==> config.mk <==
export PLATFORM = sky130hd
export DESIGN_NAME = tnt_rom_scanner
export DESIGN_NICKNAME = d
export VERILOG_FILES = /design/src/rtl/tnt_rom_pkg.sv /design/src/rtl/tnt_rom_cksum.sv /design/src/rtl/tnt_rom_scanner.sv
export SDC_FILE = /design/constraint.sdc
export NUM_CORES = 1
export LEC_CHECK = 0
export CAP_MARGIN = 10
export CORE_AREA = 5 5 68 70
export DETAILED_ROUTE_END_ITERATION = 8
export DIE_AREA = 0 0 73 75
export GPL_ROUTABILITY_DRIVEN = 1
export GPL_TIMING_DRIVEN = 0
export PLACE_DENSITY = 0.81
export SYNTH_ARGS = -nofsm -noshare
export SYNTH_HDL_FRONTEND = slang
export SYNTH_SLANG_ARGS = --single-unit
==> constraint.sdc <==
create_clock -name clk -period 5.65 [get_ports clk]
set_input_delay 0.565 -clock clk [delete_from_list [all_inputs] [get_ports clk]]
set_output_delay 0.565 -clock clk [all_outputs]
set_load 0.02 [all_outputs]
==> src/rtl/tnt_rom_pkg.sv <==
// Shared types and constants for the TNT ROM scanner.
//   state_t : scanner FSM state encoding
//   CKSUM_W : width of the running checksum output
package tnt_rom_pkg;

  localparam int unsigned CKSUM_W = 16;

  typedef enum logic [2:0] {
    ST_IDLE,
    ST_ISSUE,
    ST_WAIT,
    ST_OUT,
    ST_DONE
  } state_t;

endpackage

==> src/rtl/tnt_rom_cksum.sv <==
// Checksum accumulator for accepted scan words.
//   clk, rst_n : clock, asynchronous active-low reset
//   clr        : clear the sum (start of a new scan), has priority over en
//   en         : add din to the sum this cycle
//   din        : word to accumulate, zero-extended
//   sum        : running sum modulo 2^CKSUM_W
module tnt_rom_cksum
  import tnt_rom_pkg::*;
#(
  parameter int unsigned DATA_W = 8
) (
  input  logic               clk,
  input  logic               rst_n,
  input  logic               clr,
  input  logic               en,
  input  logic [DATA_W-1:0]  din,
  output logic [CKSUM_W-1:0] sum
);

  always_ff @(posedge clk or negedge rst_n) begin
    if (!rst_n) begin
      sum <= '0;
    end else if (clr) begin
      sum <= '0;
    end else if (en) begin
      sum <= sum + CKSUM_W'(din);
    end
  end

endmodule

==> src/rtl/tnt_rom_scanner.sv <==
// Sequential ROM scanner: reads len+1 words starting at base_addr (address
// wraps modulo 2^ADDR_W), one outstanding read at a time, and hands each word
// to a consumer over a valid/ready handshake.
//   start, abort          : scan request (IDLE only) / synchronous cancel
//   base_addr, len        : first address and word count minus 1
//   rom_en, rom_addr      : read strobe/address, RD_LAT-cycle ROM latency
//   rom_data              : ROM read data
//   out_data, out_valid   : scanned word and its valid flag
//   out_ready             : consumer accepts the word
//   busy, done, checksum  : non-IDLE flag, completion pulse, running sum
// Macro TNT_ROM_CHECKSUM_EN builds the checksum accumulator; without it
// checksum is tied to 0.
module tnt_rom_scanner
  import tnt_rom_pkg::*;
#(
  parameter int unsigned ADDR_W = 8,
  parameter int unsigned DATA_W = 8,
  parameter int unsigned RD_LAT = 1
) (
  input  logic               clk,
  input  logic               rst_n,
  input  logic               start,
  input  logic               abort,
  input  logic [ADDR_W-1:0]  base_addr,
  input  logic [ADDR_W-1:0]  len,
  output logic               rom_en,
  output logic [ADDR_W-1:0]  rom_addr,
  input  logic [DATA_W-1:0]  rom_data,
  output logic [DATA_W-1:0]  out_data,
  output logic               out_valid,
  input  logic               out_ready,
  output logic               busy,
  output logic               done,
  output logic [CKSUM_W-1:0] checksum
);

  state_t              state_q, state_d;
  logic [ADDR_W-1:0]   addr_q;
  logic [ADDR_W-1:0]   rem_q;
  logic [1:0]          wait_q;
  logic [DATA_W-1:0]   data_q;
  logic                accept;
  logic                handshake;
  logic                wait_last;

  // abort beats a simultaneous start in IDLE
  assign accept    = (state_q == ST_IDLE) && start && !abort;
  assign handshake = (state_q == ST_OUT) && out_ready && !abort;
  assign wait_last = (wait_q == 2'(RD_LAT - 1));

  always_ff @(posedge clk or negedge rst_n) begin
    if (!rst_n) begin
      state_q <= ST_IDLE;
    end else begin
      state_q <= state_d;
    end
  end

  always_comb begin
    state_d = state_q;
    case (state_q)
      ST_IDLE:  if (accept) state_d = ST_ISSUE;
      ST_ISSUE: state_d = ST_WAIT;
      ST_WAIT:  if (wait_last) state_d = ST_OUT;
      ST_OUT:   if (out_ready) state_d = (rem_q == '0) ? ST_DONE : ST_ISSUE;
      ST_DONE:  state_d = ST_IDLE;
      default:  state_d = ST_IDLE;
    endcase
    if (abort) state_d = ST_IDLE;
  end

  always_ff @(posedge clk or negedge rst_n) begin
    if (!rst_n) begin
      addr_q <= '0;
      rem_q  <= '0;
      wait_q <= '0;
      data_q <= '0;
    end else begin
      if (accept) begin
        addr_q <= base_addr;
        rem_q  <= len;
      end
      if (state_q == ST_ISSUE) begin
        wait_q <= '0;
      end
      if (state_q == ST_WAIT) begin
        wait_q <= wait_q + 2'd1;
        if (wait_last) data_q <= rom_data;
      end
      if (handshake && (rem_q != '0)) begin
        addr_q <= addr_q + ADDR_W'(1);
        rem_q  <= rem_q - ADDR_W'(1);
      end
    end
  end

  assign rom_en    = (state_q == ST_ISSUE);
  assign rom_addr  = rom_en ? addr_q : '0;
  assign out_data  = data_q;
  assign out_valid = (state_q == ST_OUT);
  assign busy      = (state_q != ST_IDLE);
  assign done      = (state_q == ST_DONE);

`ifdef TNT_ROM_CHECKSUM_EN
  tnt_rom_cksum #(
    .DATA_W(DATA_W)
  ) u_cksum (
    .clk  (clk),
    .rst_n(rst_n),
    .clr  (accept),
    .en   (handshake),
    .din  (data_q),
    .sum  (checksum)
  );
`else
  assign checksum = '0;
`endif

endmodule

After elaboration in Yosys (flattened, before gate mapping)
Cells that the tools add are included.
{"block": "word_totals", "output_inout_bits": 36, "in_bits": 29, "register_bits": 29}
{"block": "classes", "eq_ne": 7, "reduce_logical": 15, "n_mux": 13, "n_addsub": 3}
{"operator": "8-bit two-way mux", "count": 5}
{"operator": "3-bit two-way mux", "count": 5}
{"operator": "3-bit one-hot mux with 4 select lines", "count": 1}
{"operator": "8-bit by 1-bit adder with 8-bit output (second input constant)", "count": 1}
{"operator": "8-bit logical NOT", "count": 1}
{"operator": "8-bit nonzero test", "count": 1}
{"operator": "8-bit by 1-bit subtractor with 8-bit output (second input constant)", "count": 1}
{"operator": "3-bit by 2-bit equality test with 1-bit output (second input constant)", "count": 2}
{"operator": "3-bit inequality test (second input constant)", "count": 2}
{"operator": "1-bit logical AND", "count": 5}
{"operator": "2-bit two-way mux", "count": 2}
{"operator": "2-bit nonzero test", "count": 2}
{"operator": "3-bit by 1-bit equality test with 1-bit output (second input constant)", "count": 1}
{"operator": "3-bit equality test (second input constant)", "count": 1}
{"operator": "3-bit logical NOT", "count": 1}
{"operator": "3-bit by 2-bit inequality test with 1-bit output (second input constant)", "count": 1}
{"operator": "3-bit AND reduction", "count": 1}
{"operator": "3-bit nonzero test", "count": 1}
{"operator": "2-bit by 1-bit adder with 2-bit output (second input constant)", "count": 1}
{"operator": "2-bit logical NOT", "count": 1}
{"operator": "2-bit AND reduction", "count": 1}
{"operator": "1-bit logical NOT", "count": 1}

Logic depth before layout (Yosys ltp)
{"block": "logic_depth", "ltp_word": 6, "ltp_mapped": 7}

Least setup slack after synthesis
No wires, ideal clock.
{"block": "synth_path", "kind": "register to output", "start": "register state_q[0]", "end": "output rom_addr[0]", "stages_incl_launch_ff": 4, "t_arrival_ns": 1.755, "path_slack_ns": 3.330, "path_cell_list": "dfrtp_1 -> clkbuf_1 -> nor3b_1 -> and2_1"}
{"block": "synth_via", "elab_chain_cells": 2}
{"element": "start, declared", "line": "tnt_rom_scanner.sv:37", "text": "state_t state_q, state_d;"}
{"element": "start signal, assigned", "line": "tnt_rom_scanner.sv:55", "text": "state_q <= state_d;"}
{"element": "3-bit by 1-bit equality test with 1-bit output", "line": "tnt_rom_scanner.sv:97", "text": "assign rom_en = (state_q == ST_ISSUE);"}
{"element": "net rom_en", "line": "tnt_rom_scanner.sv:26", "text": "output logic rom_en,"}
{"element": "8-bit two-way mux", "line": "tnt_rom_scanner.sv:98", "text": "assign rom_addr = rom_en ? addr_q : '0;"}
{"element": "end, declared", "line": "tnt_rom_scanner.sv:27", "text": "output logic [ADDR_W-1:0] rom_addr,"}
The timed path passes the listed nets, and every way through them passes these cells.

Worst setup path after layout
{"block": "layout_path", "start": "register state_q[0]", "end": "output rom_addr[4]"}
{"block": "layout_via", "elab_chain_cells": 2}
{"element": "3-bit by 1-bit equality test with 1-bit output", "line": "tnt_rom_scanner.sv:97"}
{"element": "8-bit two-way mux", "line": "tnt_rom_scanner.sv:98"}
Every way passes these cells.

==> impl_results.md <==
- Fin Setup TNS: 0 ps
- Busiest grt layer: met2
- Initial DRT Pass Iterations: 4
- Worst EP arrival: approximately 2500 ps
- Via-to-Cell Ratio: about 5.3
- CTS tree: done
- Final period util: a little over half
- Setup WS pre-CTS: approximately 2900 ps
- Status: finished clean
- CP startpoint kind: flop
- PostCTS Resize Cnt: 0
- IO Port Bufs: 48
- Fmax: 0.326 GHz
- Site row count: 23
- Final setup fails: 0
- Detailed placer's ending HPWL: about 3500 µm
- Total die area: between 5000 and 6000 µm²
- Initial core utilization: about 47%
- Power density over the cells: ~350 nW/µm²
- Fin crit period: 3070 ps
- Largest net degree at the start of global routing: 16
- Hold_buf cts: 0
- Clock Skews: approximately 3.2 ps
- FF-to-FF setup slack: between 3000 and 4000 ps
- Seq/Total Area, Yosys: between 30 and 40%
- Most frequent cells in the layout: clkdlybuf4s50_1 (48), dfrtp_1 (29), buf_4 (16), conb_1 (16)
- Final wirelength: between 4000 and 5000 µm
- DR iter-0 viols: 150
- CP Data Required Time: roughly 5100 ps
- Global Route met2 Usage: a little under a third
- Clk Latency, worst-skew pair: about 280 ps
- Post-DRT Antenna Nets: 0
- Post-CTS Setup Bufs: 0
- Max cap viols: 0
- Max Buffers Root-to-Sink: 2
- Proportion of layout cells with a drive suffix above 1: 16.4%
- Fillers: ~340
- Met3 Usage GRT: 4.54%
- WL/cell: 15.1 µm
- Ant. Diodes: 0
- Die width: ~73 µm
- Final setup margin: approximately 2600 ps
- Clk slew on worst S/H paths: approximately 60 ps
- Routability cong.: about 0.84
- Die height: around 75 µm
- Max IR drop VDD: 210 µV
- Pins Over Slew Limit: 0
- Hold crit path type: flop to flop
- H-Tree Depth: 2
- Static Leak: ~1.1 nW
- I/O pin total: 65
- Post-synth EDFFs: 0
- Vias in the first global route: roughly 1600
- FFs w/ async S/R, synth: 100%
- Grt met1 use: between 20% and 30%
- Clk root buf: clkbuf_8
- Max-slew headroom: 45.3%
- RSZ-0062 raised after global routing: no
- Least-Margin Pin Slew: just over 800 ps
- Residual DRC: 0
- Core box area: 3910 µm²
- Register bit total from synthesis: 29
- Final hold violations: 0
- Mapped Cells: ~190
- Clk sinks: 29
- Total via count in the routed design: 1668
- Initial antenna violation count: 0
- Post-Synthesis Cell Area: ~1800 µm²
- GRT Overall Usage: between 10% and 20%
- GR Overflow Total: 0
- Top FF cell, synth: dfrtp_1
- Most common cell after layout, fill and taps aside: clkdlybuf4s50_1
- Synth warn: 0
- Nets: between 200 and 300
- Number of buffers created by CTS: 5
- Area grow syn2layout: 38.7%
- Setup CP Type: flop to output port
- First-pass GRT wire length: around 7600 µm
- Worst setup EP type: output port
- Average size of a mapped cell: between 9 and 10 µm²
- CP max FO: 10
- Synth cell types: 55
-- layout make-up --
class                   count  area (µm²)  area share, %
multi-input cells         142         966           37.8
flip-flops and latches     29         726           28.4
clock buffers               7        86.3           3.38
well taps                  50        62.6           2.45
plain buffers              26         174           6.80
repair buffers             49         508           19.9
inverters                   9        33.8           1.32
-- power by group --
| group | internal (W) | switching (W) | leakage (nW) | total [W] |
|---|---|---|---|---|
| logic | 0.000194 | 0.000182 | 0.688 | 0.000376 |
| registers | 0.000280 | 0.0000697 | 0.349 | 0.000350 |
| clock network | 0.0000964 | 0.0000784 | 0.0443 | 0.000175 |
-- worst max-delay path: stages (launching register included) --
cell,delay (ps)
dfrtp_1,360
clkbuf_1,300
nor3b_1,720
and2_1,230
clkdlybuf4s50_1,610
-- synth_stat cells, drive strengths merged (3+ instances only) --
master  instances  share of area (%)
a32oi           3                1.8
a211oi          8                3.5
clkbuf          7                1.4
and3            4                1.4
buf            19                8.0
dfrtp          29                 39
nor2           12                2.4
and2           10                3.4
o211ai          3                1.2
nor4b           3                2.2
nand2          12                2.4
mux2            8                4.9
nor3            3               0.81
o311ai          3                1.4
ha              4                2.7
o21ai           8                2.2
nand3           8                2.2
inv             9                1.8
-- layer usage --
metal | routed length, µm | up-vias
met1 | 1970 | 802
met5 | 0 | -
met4 | 47 | 0
met3 | 272 | 5
met2 | 2410 | 50
li1 | - | 811
-- registers in the layout, indices dropped and copies added, names as in the netlist --
name,flops
addr_q,8
out_data,8
rem_q,8
state_q,3
wait_q,2
-- per-stage QoR --
stage	util, %	total power (W)	instances	hold slack [ps]	instance area [µm²]
after global placement	62.4	0.000710	304	487	2440
final	65.3	0.000901	312	504	2560
after floorplan	-	0.000571	206	269	1900
after detailed placement	63.1	0.000728	305	495	2470
after global routing	65.3	0.000961	312	521	2560
after CTS	65.3	0.000906	312	508	2560
-- logic make-up after synthesis --
| logic type | Yosys count | synth area share (%) |
|---|---|---|
| flip-flops | 29 | 39.4 |
| buffers and inverters | 35 | 11.3 |
| other | 1 | 0.203 |
| AO/OA/AOI/OAI | 43 | 18.3 |
| AND/OR/NAND/NOR | 69 | 22.1 |
| adder cells (fa/ha/maj) | 4 | 2.72 |
| multiplexers | 10 | 5.97 |
-- path summary, 6_finish.rpt --
check | startpoint | cells after the start | to
worst max register to register | state_q[1]$_DFFE_PN0P_ | 7 | rem_q[5]$_DFFE_PN0P_
max in group asynchronous | rst_n | 2 | addr_q[4]$_DFFE_PN0P_
min in group asynchronous | rst_n | 1 | out_data[2]$_DFFE_PN0P_
worst min register to register | out_data[5]$_DFFE_PN0P_ | 1 | out_data[5]$_DFFE_PN0P_
worst max-delay path | state_q[0]$_DFFE_PN0P_ | 4 | rom_addr[4]
worst min-delay path | out_data[5]$_DFFE_PN0P_ | 1 | out_data[5]$_DFFE_PN0P_
(Power assumes the default switching activity.)
